### src/rtl/bitminer_vga_pkg.sv
// Shared 640x480@60 VGA timing constants, frame-capture state encoding and
// CRC-16-CCITT constants. The display generator and vga_frame_capture both use
// these values.
package bitminer_vga_pkg;

  // Horizontal timing, in pixels
  localparam int unsigned VGA_H_SYNC   = 96;
  localparam int unsigned VGA_H_BP     = 48;
  localparam int unsigned VGA_H_ACTIVE = 640;
  localparam int unsigned VGA_H_TOTAL  = 800;

  // Vertical timing, in lines
  localparam int unsigned VGA_V_SYNC   = 2;
  localparam int unsigned VGA_V_BP     = 33;
  localparam int unsigned VGA_V_ACTIVE = 480;
  localparam int unsigned VGA_V_TOTAL  = 525;

  // Counter and result widths
  localparam int unsigned H_CNT_W  = 11;
  localparam int unsigned V_CNT_W  = 10;
  localparam int unsigned LIT_W    = 19;
  localparam int unsigned FCNT_W   = 16;
  localparam int unsigned SIG_W    = 16;

  // CRC-16-CCITT, no final XOR
  localparam logic [15:0] CRC16_POLY = 16'h1021;
  localparam logic [15:0] CRC16_INIT = 16'hFFFF;

  typedef enum logic [1:0] {
    SEARCH = 2'd0,
    SYNC   = 2'd1,
    LOCKED = 2'd2
  } cap_state_e;

endpackage

### src/rtl/vga_sig_crc16.sv
// Combinational CRC-16-CCITT update, three data bits per step, MSB first.
// Ports:
//   crc_in  [15:0] : current CRC
//   data    [2:0]  : {R,G,B}, data[2] shifted in first
//   crc_out [15:0] : CRC after the three bits
module vga_sig_crc16
  import bitminer_vga_pkg::*;
(
  input  logic [15:0] crc_in,
  input  logic [2:0]  data,
  output logic [15:0] crc_out
);

  // Bit-serial update unrolled over the three colour bits
  always_comb begin
    crc_out = crc_in;
    for (int i = 2; i >= 0; i--) begin
      crc_out = {crc_out[14:0], 1'b0} ^ ((crc_out[15] ^ data[i]) ? CRC16_POLY : 16'h0000);
    end
  end

endmodule

### src/rtl/vga_frame_capture.sv
// Receive-side VGA monitor: locks to the sync pattern, checks line and frame
// lengths and reports per-frame lit-pixel count, RGB signature and frame count.
// Optional feature macro: VGA_CAP_SIG_EN (CRC-16 signature; otherwise 0).
// Ports:
//   clk, rst_n       : clock, asynchronous active-low reset
//   pix_en           : pixel strobe, inputs sampled only when high
//   vga_h_sync/v_sync: active-low syncs
//   vga_R/G/B        : pixel colour
//   err_clr          : clears timing_err
//   locked           : timing verified
//   frame_done       : one-clk pulse, frame results valid
//   frame_count      : frames completed while locked
//   lit_count        : lit active pixels of the last frame
//   signature        : CRC of the last frame's active pixels
//   timing_err       : sticky timing error seen while locked
module vga_frame_capture
  import bitminer_vga_pkg::*;
#(
  parameter int unsigned H_SYNC   = VGA_H_SYNC,
  parameter int unsigned H_BP     = VGA_H_BP,
  parameter int unsigned H_ACTIVE = VGA_H_ACTIVE,
  parameter int unsigned H_TOTAL  = VGA_H_TOTAL,
  parameter int unsigned V_SYNC   = VGA_V_SYNC,
  parameter int unsigned V_BP     = VGA_V_BP,
  parameter int unsigned V_ACTIVE = VGA_V_ACTIVE,
  parameter int unsigned V_TOTAL  = VGA_V_TOTAL
) (
  input  logic        clk,
  input  logic        rst_n,
  input  logic        pix_en,
  input  logic        vga_h_sync,
  input  logic        vga_v_sync,
  input  logic        vga_R,
  input  logic        vga_G,
  input  logic        vga_B,
  input  logic        err_clr,
  output logic        locked,
  output logic        frame_done,
  output logic [15:0] frame_count,
  output logic [18:0] lit_count,
  output logic [15:0] signature,
  output logic        timing_err
);

  localparam logic [H_CNT_W-1:0] H_ACT_LO = H_CNT_W'(H_SYNC + H_BP);
  localparam logic [H_CNT_W-1:0] H_ACT_HI = H_CNT_W'(H_SYNC + H_BP + H_ACTIVE);
  localparam logic [H_CNT_W-1:0] H_LAST   = H_CNT_W'(H_TOTAL - 1);
  localparam logic [V_CNT_W-1:0] V_ACT_LO = V_CNT_W'(V_SYNC + V_BP);
  localparam logic [V_CNT_W-1:0] V_ACT_HI = V_CNT_W'(V_SYNC + V_BP + V_ACTIVE);
  localparam logic [V_CNT_W-1:0] V_LAST   = V_CNT_W'(V_TOTAL - 1);

  cap_state_e         state, state_nxt;
  logic               sync_bad, sync_bad_nxt;
  logic               hs_q, vs_q;
  logic               skip_line;
  logic [H_CNT_W-1:0] h_cnt, h_nxt_c;
  logic [V_CNT_W-1:0] v_cnt, v_nxt_c;
  logic [LIT_W-1:0]   lit_acc;
  logic               hf_c, vf_c, active_c;
  logic               line_bad_c, frame_bad_c;
  logic               emit_c, err_set_c;

  // Edge detection and counter next values; the current sample is classified
  // with the updated counters so the HF pixel itself is h_cnt=0.
  always_comb begin
    hf_c    = pix_en & ~vga_h_sync & hs_q;
    vf_c    = pix_en & ~vga_v_sync & vs_q;
    h_nxt_c = h_cnt;
    v_nxt_c = v_cnt;
    if (hf_c) begin
      h_nxt_c = '0;
    end else if (h_cnt != '1) begin
      h_nxt_c = h_cnt + H_CNT_W'(1);
    end
    if (vf_c) begin
      v_nxt_c = '0;
    end else if (hf_c && (v_cnt != '1)) begin
      v_nxt_c = v_cnt + V_CNT_W'(1);
    end
    active_c    = pix_en && (h_nxt_c >= H_ACT_LO) && (h_nxt_c < H_ACT_HI) &&
                  (v_nxt_c >= V_ACT_LO) && (v_nxt_c < V_ACT_HI);
    line_bad_c  = hf_c && !skip_line && (h_cnt != H_LAST);
    frame_bad_c = vf_c && (v_cnt != V_LAST);
  end

  // State register
  always_ff @(posedge clk or negedge rst_n) begin
    if (!rst_n) begin
      state    <= SEARCH;
      sync_bad <= 1'b0;
    end else begin
      state    <= state_nxt;
      sync_bad <= sync_bad_nxt;
    end
  end

  // Next-state logic; sync_bad collects line failures seen while in SYNC
  always_comb begin
    state_nxt    = state;
    sync_bad_nxt = sync_bad;
    emit_c       = 1'b0;
    err_set_c    = 1'b0;
    case (state)
      SEARCH: begin
        if (vf_c) begin
          state_nxt    = SYNC;
          sync_bad_nxt = 1'b0;
        end
      end
      SYNC: begin
        if (vf_c) begin
          sync_bad_nxt = 1'b0;
          if (!sync_bad && !line_bad_c && !frame_bad_c) begin
            state_nxt = LOCKED;
            emit_c    = 1'b1;
          end
        end else if (line_bad_c) begin
          sync_bad_nxt = 1'b1;
        end
      end
      LOCKED: begin
        if (line_bad_c || frame_bad_c) begin
          state_nxt = SEARCH;
          err_set_c = 1'b1;
        end else if (vf_c) begin
          emit_c = 1'b1;
        end
      end
      default: state_nxt = SEARCH;
    endcase
  end

  // Sampling, counters, accumulators and registered results
  always_ff @(posedge clk or negedge rst_n) begin
    if (!rst_n) begin
      hs_q        <= 1'b0;
      vs_q        <= 1'b0;
      skip_line   <= 1'b1;
      h_cnt       <= '0;
      v_cnt       <= '0;
      lit_acc     <= '0;
      locked      <= 1'b0;
      frame_done  <= 1'b0;
      frame_count <= '0;
      lit_count   <= '0;
      timing_err  <= 1'b0;
    end else begin
      if (pix_en) begin
        hs_q  <= vga_h_sync;
        vs_q  <= vga_v_sync;
        h_cnt <= h_nxt_c;
        v_cnt <= v_nxt_c;
        if (state == SEARCH) begin
          skip_line <= 1'b1;
        end else if (hf_c) begin
          skip_line <= 1'b0;
        end
        if (vf_c) begin
          lit_acc <= '0;
        end else if (active_c && (vga_R | vga_G | vga_B)) begin
          lit_acc <= lit_acc + LIT_W'(1);
        end
      end
      frame_done <= emit_c;
      if (emit_c) begin
        lit_count   <= lit_acc;
        frame_count <= frame_count + FCNT_W'(1);
      end
      locked <= (state_nxt == LOCKED);
      // set has priority over clear
      if (err_set_c) begin
        timing_err <= 1'b1;
      end else if (err_clr) begin
        timing_err <= 1'b0;
      end
    end
  end

`ifdef VGA_CAP_SIG_EN
  logic [SIG_W-1:0] crc, crc_upd_c;

  vga_sig_crc16 u_crc (
    .crc_in  (crc),
    .data    ({vga_R, vga_G, vga_B}),
    .crc_out (crc_upd_c)
  );

  // Running CRC over active pixels, captured into signature on emit
  always_ff @(posedge clk or negedge rst_n) begin
    if (!rst_n) begin
      crc       <= CRC16_INIT;
      signature <= '0;
    end else begin
      if (pix_en) begin
        if (vf_c) begin
          crc <= CRC16_INIT;
        end else if (active_c) begin
          crc <= crc_upd_c;
        end
      end
      if (emit_c) begin
        signature <= crc;
      end
    end
  end
`else
  assign signature = '0;
`endif

endmodule

### config.mk
export PLATFORM = sky130hd
export DESIGN_NAME = vga_frame_capture
export DESIGN_NICKNAME = d
export VERILOG_FILES = /design/src/rtl/bitminer_vga_pkg.sv /design/src/rtl/vga_sig_crc16.sv /design/src/rtl/vga_frame_capture.sv
export SDC_FILE = /design/constraint.sdc
export NUM_CORES = 1
export LEC_CHECK = 0
export ABC_CLOCK_PERIOD_IN_PS = 2950
export CAP_MARGIN = 20
export CORE_ASPECT_RATIO = 0.6
export CORE_UTILIZATION = 57
export CTS_BUF_LIST = sky130_fd_sc_hd__clkbuf_4 sky130_fd_sc_hd__clkbuf_8
export DETAILED_ROUTE_END_ITERATION = 16
export PLACE_DENSITY_LB_ADDON = 0.25
export SLEW_MARGIN = 20
export SYNTH_ARGS = -nofsm -noshare
export SYNTH_HDL_FRONTEND = slang
export SYNTH_HIERARCHICAL = 1
export SYNTH_SLANG_ARGS = --single-unit
### constraint.sdc
create_clock -name clk -period 2.95 [get_ports clk]
set_input_delay 0.59 -clock clk [delete_from_list [all_inputs] [get_ports clk]]
set_output_delay 0.59 -clock clk [all_outputs]
set_load 0.03 [all_outputs]
==> metrics.cfg, run 1 <==
[placement]
pre_cts_slack_ns=-0.462
place.gp.congestion=0.911
placedCellCount=634
hpwl_mm=8.02
io_buffers=46

[sta]
timing.final.crit_share_pct=98.3
grt_setup_unrepaired=true
period_minus_slack_ns=2.90
finalClockSkew_ns=0.0127
worst_hold_slack_ns=0.205
final-hold-violation-count=0
report.final.setup_viol=0
crit_path_setup_slack_layout_ns=0.0512
tightestPinTransition_ns=0.601
slew_violations=0
max_clock_freq_mhz=345
relSlewSlack_pct=60.0

[routing]
vias=3967
route.detailed.drc=0
final_antenna_net_count=0
wl_per_cell_um=17.9
drt_iter0_drc=421
detail_route.vias_per_cell=6.05
wirelength_mm=11.8
drt_pass1_iterations=5

[worst_setup_path]
cp_max_fo=8
start_kind=flop
cp.arrival_ns=3.18
path_cells=and3_1 -> a2111oi_1 -> o32ai_2 -> or3_4 -> o32ai_4 -> nand3_4 -> o311ai_4
cp_num_buf_inv=0
timing.critical_path.max_delay_family=compound AO/OA/AOI/OAI gates
slowest_stage=sky130_fd_sc_hd__a2111oi_1
cp_data_required_time_ns=3.23
r2r.worst_path.cells=7
kind_of_capture_point_of_the_worst_setup_path=flop
timing.critical_path.slowest_cell_delay_ns=0.50
path_class=flop to flop
cp_num_cells=7

[final_layout]
multi_input_area_um2=2560
n_antenna_cell=0
final_nets=561
final-instance-count-excl-fill=656
most-common-layout-cells=sky130_fd_sc_hd__dfrtp_1, sky130_fd_sc_hd__clkdlybuf4s50_1, sky130_fd_sc_hd__nand2_1, sky130_fd_sc_hd__buf_4, sky130_fd_sc_hd__nand3_1
ff_latch_area_um2=2110
area_growth_pct=23.1
final.fill_count=578
layout-drive-gt1-share_pct=21.5
final_common_cell=sky130_fd_sc_hd__dfrtp_1

[yosys]
synth_cells=469
synthArstFlopShare_pct=100
synth_sequential_area_ratio_pct=43.8
yosys-mux-area-fraction_pct=7.66
synth-main-ff-cell=sky130_fd_sc_hd__dfrtp_1
combinational_family_with_the_most_area_after_synthesis=simple AND/OR/NAND/NOR gates
synthesis.yosys.warnings=6
syn_area_um2=4800
synth-compound-area-share_pct=12.9
synth-xor-area-share_pct=4.19
synthesized_area_fraction_occupied_by_and_or_nand_nor_cells_pct=21.6
synthDistinctLibCells=75
synthesis.area_per_instance_um2=10.2
synth_fa_ha_area_share_pct=2.34
synth_edf_count=0
flops_latches_synth=84

[clocking]
clock-sinks=84
clkLatencyLatePin_ns=0.38
max-clock-path-buffers=2
ctsHoldBuffers=0
cts-root-buf=sky130_fd_sc_hd__clkbuf_8
cts_inserted_buffers=9
tritoncts=built
clkTransAtPathRegs_ns=0.09
cts.htree.levels=3

[pwr]
total_leakage_power_nw=2.69
power_density_normalized_to_cell_area_nw_per_um2=440
peak_vdd_ir_uv=328
power_mw=2.60

[global_routing]
first_pass_grt_wire_length_mm=18.8
via_count_of_the_first_global_routing_pass=3723
globalRoute.totalOverflow=0
antenna_found_initial=0
grt_start_max_net_pins=46
grt.total_usage_pct=27.8

[floorplan]
die_width_um=120
fp.dieH_um=73.1
die_area_um2=8810
core_area_um2=8010
initial_core_utilization_pct=60.0
rows=25
io_pins=63

[hold_path]
hold_path.class=input port to async pin

[outcome]
outcome=finished clean

[run]
maxCapViolations=0

cells by family after synthesis:
family | Yosys count
AOI/OAI and AO/OA | 78
xor gates and xnor gates | 23
DFF | 84
adders and majority gates | 9
muxes | 34
other | 1
buffers and inverters | 58
and+or+nand+nor | 182
power breakdown:
part	internal [mW]	leakage, nW	switching, mW
logic	0.197	1.44	0.267
registers	1.21	1.15	0.0826
clock network	0.401	0.0961	0.444
state kept, by name, indices dropped and copies added, names as in the netlist:
name,count
state,2
hs_q,1
timing_err,1
skip_line,1
vs_q,1
v_cnt,10
frame_done,1
sync_bad,1
lit_acc,19
lit_count,19
locked,1
h_cnt,11
frame_count,16
layout make-up:
type,count,area share [%]
multi-input cells,342,43.4
well taps,108,2.29
flip-flops and latches,84,35.6
inverters,18,1.19
clock buffers,10,2.22
repair buffers,88,14.2
clock inverters,6,1.08
cell usage after synthesis, drive strengths merged (2+ instances only):
cell / number / area [µm²]
dfrtp: 83 / 2080
nand2: 39 / 146
buf: 32 / 246
nand3: 28 / 153
nor2: 25 / 93.8
mux2: 22 / 248
and3: 18 / 113
inv: 18 / 67.6
nand4: 17 / 125
xnor2: 16 / 140
a21oi: 13 / 68.8
nor3: 13 / 70.1
mux2i: 12 / 120
o21ai: 11 / 55.1
o311ai: 10 / 87.6
ha: 9 / 113
clkbuf: 8 / 40.0
nand2b: 7 / 43.8
nand3b: 7 / 65.1
nor4: 7 / 58.8
xor2: 7 / 61.3
a31oi: 5 / 31.3
and4: 5 / 43.8
a211oi: 4 / 30.0
a41o: 3 / 30.0
and2: 3 / 20.0
nor2b: 3 / 18.8
o22ai: 3 / 25.0
or3: 3 / 23.8
a2111oi: 2 / 23.8
a211o: 2 / 17.5
a221oi: 2 / 17.5
a31o: 2 / 17.5
a32oi: 2 / 17.5
o2111ai: 2 / 17.5
o211ai: 2 / 15.0
o221ai: 2 / 17.5
o22a: 2 / 18.8
o32ai: 2 / 36.3
repair_timing:
item / CTS / global route
hold endpoints to repair: 0 / 0
gates resized for setup: 4 / 33
endpoints found under the setup margin: 13 / 22
pin swaps: 2 / 9
setup buffers: 1 / 5
per-stage QoR:
step	area [µm²]	utilization, %	setup TNS [ns]
6_report	5910	73.8	0
5_1_grt	5910	73.8	-0.143
4_1_cts	5700	71.1	0
3_5_place_dp	5470	68.3	-8.14
3_3_place_gp	5470	68.3	-5.80
2_1_floorplan	4860	-	0
final timing paths:
check                                      from               to  slack [ns]
worst max-delay path                   v_cnt[8]      lit_acc[13]        0.05
max in group asynchronous                 rst_n        skip_line        2.05
worst min register to register  frame_count[15]  frame_count[15]        0.48
min in group clk                frame_count[15]  frame_count[15]        0.48
worst min-delay path                      rst_n         v_cnt[8]        0.20
worst max register to register         v_cnt[8]      lit_acc[13]        0.05
layer usage:
metal  routed length, µm  up-vias  global-route usage, %
li1                    -     1843                      -
met1                5460     1919                   39.0
met5                   0        -                      0
met4                 203        0                   9.88
met3                 861       23                   6.56
met2                5240      182                   42.3
No activity file was read; power rests on OpenSTA's default activity.
==> inputs of run 2 (changes only) <==
SETUP_SLACK_MARGIN = 0.2   (was not set)
==> run 2 against run 1 <==
Compared with the run above: design area increased by 1.7%; wire length increased by 1.3%; fmax increased by 2.7%; critical path type is now input port to flop; sequential power barely moved; register-to-register slack better by 0.08 ns; sequential share of layout area decreased by 0.60 points; sequential cell count did not move; via count up 2.5%; first-iteration DRC count is 5.0% lower.
==> metrics.cfg, run 2 (synthesized netlist as in run 1, its figures left out) <==
[pwr]
net_switching_fraction_of_the_power_pct=30.2  ; -0.30 points
comb_power_share_pct=19.8  ; +2.0 points
power_density_normalized_to_cell_area_nw_per_um2=441  ; +0.12%
total_leakage_power_nw=2.74  ; +1.7%
power_mw=2.65  ; +1.8%
net_switching_component_of_the_power_mw=0.799  ; +0.76%
power.internal_mw=1.85  ; +2.2%
clkPwrFrac_pct=31.5  ; -1.0 points
power.share.sequential_pct=48.6  ; -1.1 points
peak_vdd_ir_uv=329  ; +0.25%

[worst_setup_path]
worst_reg2reg_path_startpoint=v_cnt[0]
timing.critical_path.max_delay_family=simple AND/OR/NAND/NOR gates
r2r-end=lit_acc[1]
worstSetupStartpoint=vga_h_sync
path_cells=dlygate4sd2_1 -> nand3b_4 -> buf_4 -> nor4_2 -> nor3_1 -> or3_1 -> o32ai_4 -> nand3_4 -> buf_6 -> mux2i_1
timing.critical_path.slowest_cell_delay_ns=0.43  ; -0.07 ns
slowest_stage=sky130_fd_sc_hd__or3_1
cp_num_buf_inv=3  ; +3
cp.arrival_ns=3.09  ; -0.09 ns
start_kind=input port
cp_max_fo=8  ; unchanged
kind_of_capture_point_of_the_worst_setup_path=flop
rrSetupSlack_ns=0.13  ; +0.08 ns
path_class=input port to flop
cp_data_required_time_ns=3.21  ; -0.02 ns
r2r.worst_path.cells=9  ; +2

[routing]
wl_per_cell_um=18.0  ; +0.33%
detail_route.vias_per_cell=6.14  ; +1.6%
final_antenna_net_count=0  ; unchanged
drt_pass1_iterations=7  ; +2
drt_iter0_drc=400  ; -5.0%
wirelength_mm=11.9  ; +1.3%
vias=4066  ; +2.5%
route.detailed.drc=0  ; unchanged

[sta]
final-hold-violation-count=0  ; unchanged
totalNegativeSetupSlack_ns=0  ; unchanged
slew_violations=0  ; unchanged
period_minus_slack_ns=2.82  ; -0.0750 ns
timing.final.crit_share_pct=95.7  ; -2.5 points
crit_path_setup_slack_layout_ns=0.126  ; +0.0750 ns
tightestPinTransition_ns=0.625  ; +0.0244 ns
grt_setup_unrepaired=true
max_clock_freq_mhz=354  ; +2.7%
report.final.setup_viol=0  ; unchanged
relSlewSlack_pct=58.0  ; -2.0 points
finalClockSkew_ns=0.0105  ; -0.00225 ns

[placement]
pre_cts_slack_ns=-0.462  ; unchanged
place_area_um2=5470  ; unchanged
hpwl_mm=8.02  ; unchanged
placedCellCount=634  ; unchanged
io_buffers=46  ; unchanged
place.gp.congestion=0.911  ; unchanged

[clocking]
cts_inserted_buffers=9  ; unchanged
cts.htree.levels=3  ; unchanged
max-clock-path-buffers=2  ; unchanged
clkLatencyLatePin_ns=0.37  ; about the same
tritoncts=built
cts-root-buf=sky130_fd_sc_hd__clkbuf_8
clock-sinks=84  ; unchanged
clkTransAtPathRegs_ns=0.09  ; about the same

[global_routing]
globalRoute.totalOverflow=0  ; unchanged
antenna_found_initial=0  ; unchanged
via_count_of_the_first_global_routing_pass=3795  ; +1.9%
first_pass_grt_wire_length_mm=19.5  ; +3.9%
grt.total_usage_pct=28.9  ; +1.1 points
grt_start_max_net_pins=46  ; unchanged

[floorplan]
core_area_um2=8010  ; unchanged
die_area_um2=8810  ; unchanged
die_width_um=120  ; unchanged
fp.dieH_um=73.1  ; unchanged
initial_core_utilization_pct=60.0  ; unchanged
rows=25  ; unchanged
io_pins=63  ; unchanged

[hold_path]
hold_path.class=input port to async pin

[final_layout]
layout-drive-gt1-share_pct=24.5  ; +3.0 points
final_common_cell=sky130_fd_sc_hd__dfrtp_1
most-common-layout-cells=sky130_fd_sc_hd__dfrtp_1, sky130_fd_sc_hd__clkdlybuf4s50_1, sky130_fd_sc_hd__buf_4, sky130_fd_sc_hd__nand2_1, sky130_fd_sc_hd__nor2_1
stdcell_area_um2=6010  ; +1.7%
final-instance-count-excl-fill=662  ; +0.91%
final.fill_count=562  ; -2.8%
n_antenna_cell=0  ; unchanged
final_nets=567  ; +1.1%
area_growth_pct=25.1
top_registers=lit_acc (19), lit_count (19), frame_count (16)

[run]
maxCapViolations=0  ; unchanged

[outcome]
outcome=finished clean

==> run 2: power by group through the flow <==
stage / Clock (mW) / Sequential (mW) / Combinational [mW]
after detailed placement: 0 / 1.30 / 0.380
after global routing: 0.902 / 1.30 / 0.578
after floorplan: 0 / 1.28 / 0.279
final: 0.835 / 1.29 / 0.525
after CTS: 0.851 / 1.29 / 0.479
after global placement: 0 / 1.30 / 0.361
==> run 2: worst max path at each step <==
| stage | end | slack, ns | depth (start not counted) |
|---|---|---|---|
| 2_1_floorplan | lit_acc[13] | 0.23 | 11 |
| 3_3_place_gp | lit_acc[12] | -0.31 | 9 |
| 3_5_place_dp | lit_acc[16] | -0.46 | 9 |
| 4_1_cts | lit_acc[1] | 0.11 | 11 |
| 5_1_grt | lit_acc[0] | 0.05 | 11 |
| 6_report | lit_acc[1] | 0.13 | 10 |
==> run 2: final cells by class <==
type                       instances  area (µm²)  share of cell area (%)
clock buffer                      10         131                    2.19
clock inverter                     6        63.8                    1.06
inverter                          18        72.6                    1.21
multi-input combinational        342        2620                    43.6
sequential                        84        2110                    35.0
tap                              108         135                    2.25
timing repair buffer              94         878                    14.6
==> run 2: layer usage <==
metal	vias up	wire, µm	track usage (%)
met2	218	5350	45.3
met3	35	941	6.72
met4	0	227	9.19
met1	1953	5380	40.1
li1	1860	-	-
met5	-	0	0
==> run 2: stage by stage <==
stage,util (%),hold slack [ns]
floorplan,-,0.294
global placement,68.3,0.459
global route,75.0,0.260
CTS,73.3,0.229
detailed placement,68.3,0.463
finish,75.0,0.221
==> run 2: timing repair <==
| action | CTS | global route |
|---|---|---|
| buffers inserted | 7 | 5 |
| hold buffers | 0 | 0 |
| endpoints found under the setup margin | 22 | 22 |
| pin swaps | 10 | 11 |
| resized for setup | 35 | 21 |
